--- src/rtl/gate_guard_3l.sv ---
// Gate-command guard for one 3-level phase leg: dwell filtering, shoot-through and desat protection.
// Optional macro GATE_GUARD_DESAT_EN adds per-switch desaturation filters and the desat fault cause.
module gate_guard_3l #(
  parameter int unsigned FLT_FILT = 4
) (
  input  logic       clk,
  input  logic       rst,
  input  logic       ce,
  input  logic       en,
  input  logic [5:0] s_in,
  input  logic [7:0] t_min,
  input  logic [5:0] desat_n,
  input  logic       flt_clr,
  output logic [5:0] s_out,
  output logic       fault,
  output logic [1:0] fault_code,
  output logic [1:0] dbg_state
);

  typedef enum logic [1:0] {
    ST_IDLE  = 2'd0,
    ST_RUN   = 2'd1,
    ST_FAULT = 2'd2
  } state_e;

  state_e     state_q, state_d;
  logic [1:0] code_q, code_d;
  logic [5:0] s_out_q, s_out_d;
  logic [7:0] dwell_q [6];
  logic [7:0] dwell_d [6];

  logic shoot;
  logic desat_flt;
  logic desat_clear;
  logic fault_cond;
  logic idle_entry;

  // Upper and lower switch pairs of the same half must never be on together.
  assign shoot = (s_in[5] & s_in[3]) | (s_in[4] & s_in[2]);

`ifdef GATE_GUARD_DESAT_EN
  localparam logic [3:0] FILT_MAX = 4'(FLT_FILT);

  logic [3:0] filt_q [6];
  logic [3:0] filt_d [6];
  logic [5:0] desat_hit;

  // The hit uses the next filter value so the fault is taken on the edge the count reaches FLT_FILT.
  always_comb begin
    for (int i = 0; i < 6; i++) begin
      filt_d[i]    = filt_q[i];
      desat_hit[i] = 1'b0;
      if (desat_n[i]) begin
        filt_d[i] = 4'd0;
      end else if (ce && (filt_q[i] < FILT_MAX)) begin
        filt_d[i] = filt_q[i] + 4'd1;
      end
      desat_hit[i] = (filt_d[i] >= FILT_MAX);
    end
  end

  always_ff @(posedge clk or negedge rst) begin
    if (!rst) begin
      for (int i = 0; i < 6; i++) filt_q[i] <= 4'd0;
    end else begin
      for (int i = 0; i < 6; i++) filt_q[i] <= filt_d[i];
    end
  end

  assign desat_flt   = |desat_hit;
  assign desat_clear = &desat_n;
`else
  logic unused_desat;
  assign unused_desat = ^desat_n;
  assign desat_flt    = 1'b0;
  assign desat_clear  = 1'b1;
`endif

  assign fault_cond = shoot | desat_flt;

  always_comb begin
    state_d = state_q;
    code_d  = code_q;
    case (state_q)
      ST_IDLE: begin
        if (en && !fault_cond) state_d = ST_RUN;
      end
      ST_RUN: begin
        if (fault_cond) begin
          state_d = ST_FAULT;
          code_d  = {desat_flt, shoot};
        end else if (!en) begin
          state_d = ST_IDLE;
        end
      end
      ST_FAULT: begin
        if (flt_clr && (s_in == 6'd0) && desat_clear) begin
          state_d = ST_IDLE;
          code_d  = 2'd0;
        end
      end
      default: begin
        state_d = ST_IDLE;
        code_d  = 2'd0;
      end
    endcase
  end

  assign idle_entry = (state_d == ST_IDLE) && (state_q != ST_IDLE);

  // Outputs are only driven while staying in RUN; any other edge forces them off.
  always_comb begin
    s_out_d = s_out_q;
    if ((state_q != ST_RUN) || (state_d != ST_RUN)) begin
      s_out_d = 6'd0;
    end else begin
      for (int i = 0; i < 6; i++) begin
        if (ce && (s_in[i] != s_out_q[i]) && (dwell_q[i] >= t_min)) s_out_d[i] = s_in[i];
      end
    end
  end

  always_comb begin
    for (int i = 0; i < 6; i++) begin
      dwell_d[i] = dwell_q[i];
      if (idle_entry || (s_out_d[i] != s_out_q[i])) begin
        dwell_d[i] = 8'd0;
      end else if (ce && (dwell_q[i] != 8'hFF)) begin
        dwell_d[i] = dwell_q[i] + 8'd1;
      end
    end
  end

  always_ff @(posedge clk or negedge rst) begin
    if (!rst) begin
      state_q <= ST_IDLE;
      code_q  <= 2'd0;
      s_out_q <= 6'd0;
      for (int i = 0; i < 6; i++) dwell_q[i] <= 8'd0;
    end else begin
      state_q <= state_d;
      code_q  <= code_d;
      s_out_q <= s_out_d;
      for (int i = 0; i < 6; i++) dwell_q[i] <= dwell_d[i];
    end
  end

  assign s_out      = s_out_q;
  assign fault      = (state_q == ST_FAULT);
  assign fault_code = code_q;
  assign dbg_state  = state_q;

endmodule

--- config.mk ---
export PLATFORM = sky130hd
export DESIGN_NAME = gate_guard_3l
export DESIGN_NICKNAME = d
export VERILOG_FILES = /design/src/rtl/gate_guard_3l.sv
export SDC_FILE = /design/constraint.sdc
export NUM_CORES = 1
export LEC_CHECK = 0
export CAP_MARGIN = 20
export CORE_MARGIN = 1.5
export CORE_UTILIZATION = 55
export DETAILED_ROUTE_END_ITERATION = 16
export GPL_TIMING_DRIVEN = 0
export PLACE_DENSITY = 0.87
export RECOVER_POWER = 25
export SLEW_MARGIN = 0
export SYNTH_ARGS = -nofsm -noshare
export SYNTH_HDL_FRONTEND = slang
export SYNTH_SLANG_ARGS = --single-unit
--- constraint.sdc ---
create_clock -name clk -period 2.52 [get_ports clk]
set_clock_uncertainty 0.1 [all_clocks]
set_input_delay 0.252 -clock clk [delete_from_list [all_inputs] [get_ports clk]]
set_output_delay 0.252 -clock clk [all_outputs]
set_load 0.01 [all_outputs]
==> out/metrics.cfg <==
[power_and_ir_drop]
leakage_nw=2.24
vdd_drop_max_uv=446
power_density_nw_per_um2=787

[critical_path]
startpoint=s_in[5]
endpoint_kind=flip-flop
path_cells=clkdlybuf4s50_1, a22o_1, or4b_1, buf_6, nor4b_4, nor4_1
crit_type=input pin to flip-flop
r2r_setup_slack_ns=0.31
arrival_ns=2.55
rr_startpoint=dwell_q[18]$_DFFE_PN0P_
slowest_stage=clkdlybuf4s50_1
start_kind=input pin
cp.required_ns=2.64
worstPathMaxFanout=9
worstReg2RegEnd=dwell_q[17]$_DFFE_PN0P_
reg2reg_depth=6
crit_path_end=dwell_q[14]$_DFFE_PN0P_
slowest_delay_ns=0.57

[logic_synthesis]
yosys-top-cells-area=dfrtp_1 33%, ha_1 15%, nor4_1 6.7%
seq_area_frac_synth_pct=32.6
synth_nets=541
syn_avg_cell_area_um2=9.47
yosysWarningCount=0
synth_area_leader_cell=dfrtp_1
syn_inst=462
ys_types=43
async_flop_share_pct=100
synth_edf_count=0
yosys_most_used_dff=dfrtp_1
yosys_register_bits=57
synth_top_cell_area_share_pct=32.6
synth_area_um2=4380

[sta]
setup_viol=0
min_period_over_period_pct=96.4
maxSlewHeadroom_pct=32.2
drv_slew=0
tightest_slew_ns=1.02
final.min_clock_period_ns=2.43
fmax_mhz=412
hold_violations=0
rsz0062_at_grt=no
finalSetupTns_ns=0

[detailed_routing]
wl_um=11700
routedWlPerCell_um=19.2
drt_iter0_markers=332
drtAntennaViolNets=0
first_pass_iters=5
vias_per_cell=6.57
dr_total_vias=4005
drc_errors=0

[floorplan]
die_x_um=92.2
num_io_pins=36
core_um2=7730
die_y_um=92.2
rows=32
start_util_pct=56.6
die_area_um2=8500

[clock_tree]
path_clk_slew_ns=0.07
cts_sinks=57
numCtsBuffers=9
cts_buffer_depth=2
cts-root-buf=clkbuf_8
htree_levels=3
cts_setup_buffers=0
clock_latency_ns=0.36
cts_tree=yes

[grt]
overflow=0
grt_pass1_wl_um=19400
grt_pass1_vias=3975
track_usage_pct=29.8
antenna_found_initial=0
grt_max_degree=40

[flow_run]
drv_cap=0

[finish]
n_antenna_cell=0
fin_cells=610
drive_gt1_share_pct=10.0
mostFrequentLayoutCell=dfrtp_1
areaGrowthSynthToFinish_pct=15.8
layout_common_cells=57 x dfrtp_1, 54 x ha_1, 47 x nor4_1
final_util_pct=65.6
fin_nets=582

[placement]
io_buffer_count=28
placed_cells=593
gp_congestion=0.931
dp.final_hpwl_um=8060

[status]
status=complete, no violations

[min_path]
hp-class=input pin to flip-flop

[registers in the layout (all words and copies together), names as in the netlist]
register    count
s_out           6
dwell_q        48
fault_code      1
dbg_state       2
[kinds of logic (layout without fill, tap and decap cells)]
family | count (synthesis) | count (layout) | synth area share [%]
other cells | 1 | 1 | 0.0857
compound gates | 89 | 89 | 13.2
mux | 27 | 27 | 6.17
fa+ha+maj | 54 | 54 | 15.4
xor+xnor | 15 | 15 | 3.00
simple gates | 185 | 185 | 25.9
buf+inv | 34 | 80 | 3.66
flops | 57 | 57 | 32.6
[critical path, delay by kind of cell]
| family | cells | cell delay (ns) |
|---|---|---|
| buffers and inverters | 2 | 0.77 |
| AND/OR/NAND/NOR | 3 | 1.17 |
| AO/OA/AOI/OAI | 1 | 0.35 |
[synthesized netlist by cell type, types with 2 or more instances]
cell,n
xor2_1,5
o22ai_1,6
dfrtp_1,57
a21oi_2,4
or4b_1,2
a22o_1,2
and4_1,2
a211oi_1,7
nor4b_4,6
o21ai_0,29
o211ai_1,7
a21oi_1,18
mux2i_1,27
nand2b_1,11
inv_1,22
nand2_4,4
nor2b_1,6
nand2_1,31
o21ai_2,2
nand4_1,13
o21ai_4,4
buf_2,4
nor3_1,8
and3_1,3
nand3_1,24
clkbuf_1,4
xnor2_1,10
ha_1,54
nand3b_1,4
o21ai_1,6
nor2_1,22
nor4_1,47
[per-layer routing]
| layer | vias to the layer above | global-route usage [%] | share of wire [%] |
|---|---|---|---|
| li1 | 1838 | - | - |
| met4 | 0 | 16.4 | 4.1 |
| met2 | 200 | 47.7 | 48 |
| met5 | - | 0 | 0 |
| met3 | 50 | 5.47 | 6.8 |
| met1 | 1917 | 37.9 | 41 |
[cell type report]
cell class / count / area (um2)
Buffer: 11 / 85.1
Clock buffer: 10 / 138
Clock inverter: 6 / 115
Fill cell: 574 / 2660
Inverter: 23 / 86.3
Multi-Input combinational cell: 371 / 2800
Sequential cell: 57 / 1430
Tap cell: 102 / 128
Timing Repair Buffer: 30 / 294
[power by group]
part	leakage, nW	switching [mW]	total (mW)	internal, mW
clock	0.123	0.414	1.10	0.687
sequential	0.751	0.343	1.50	1.16
combinational	1.37	0.748	1.39	0.639
total	2.24	1.50	3.99	2.48
[worst min-delay path by stage]
stage / startpoint / end / cells after the start
6_report: s_in[4] / s_out[4]$_DFF_PN0_ / 3
5_1_grt: s_in[4] / s_out[4]$_DFF_PN0_ / 3
4_1_cts: rst / dwell_q[36]$_DFFE_PN0P_ / 2
3_5_place_dp: rst / dwell_q[36]$_DFFE_PN0P_ / 1
3_3_place_gp: fault_code[0]$_DFFE_PN0P_ / fault_code[0]$_DFFE_PN0P_ / 2
2_1_floorplan: rst / dbg_state[0]$_DFF_PN0_ / 0
[repair_timing]
| action | 4_1_cts | 5_1_grt |
|---|---|---|
| hold buffers | 1 | 0 |
| resized for setup | 1 | 10 |
| endpoints found under the setup margin | 4 | 44 |
| pin swaps | 0 | 0 |
| hold endpoints to repair | 18 | 0 |
| cloned | 0 | 0 |
[metrics by stage]
| stage | setup slack (ns) | power, mW | cell area [um2] | hold WS (ns) |
|---|---|---|---|---|
| after floorplan | 0.574 | 2.40 | 4380 | -0.144 |
| after global routing | 0.00868 | 4.26 | 5070 | 0.299 |
| after detailed placement | -0.428 | 2.84 | 4800 | 0.127 |
| after CTS | 0.0521 | 3.95 | 5060 | 0.298 |
| after global placement | -0.722 | 2.71 | 4780 | 0.456 |
| final | 0.0912 | 3.99 | 5070 | 0.275 |
(Power assumes the default switching activity.)
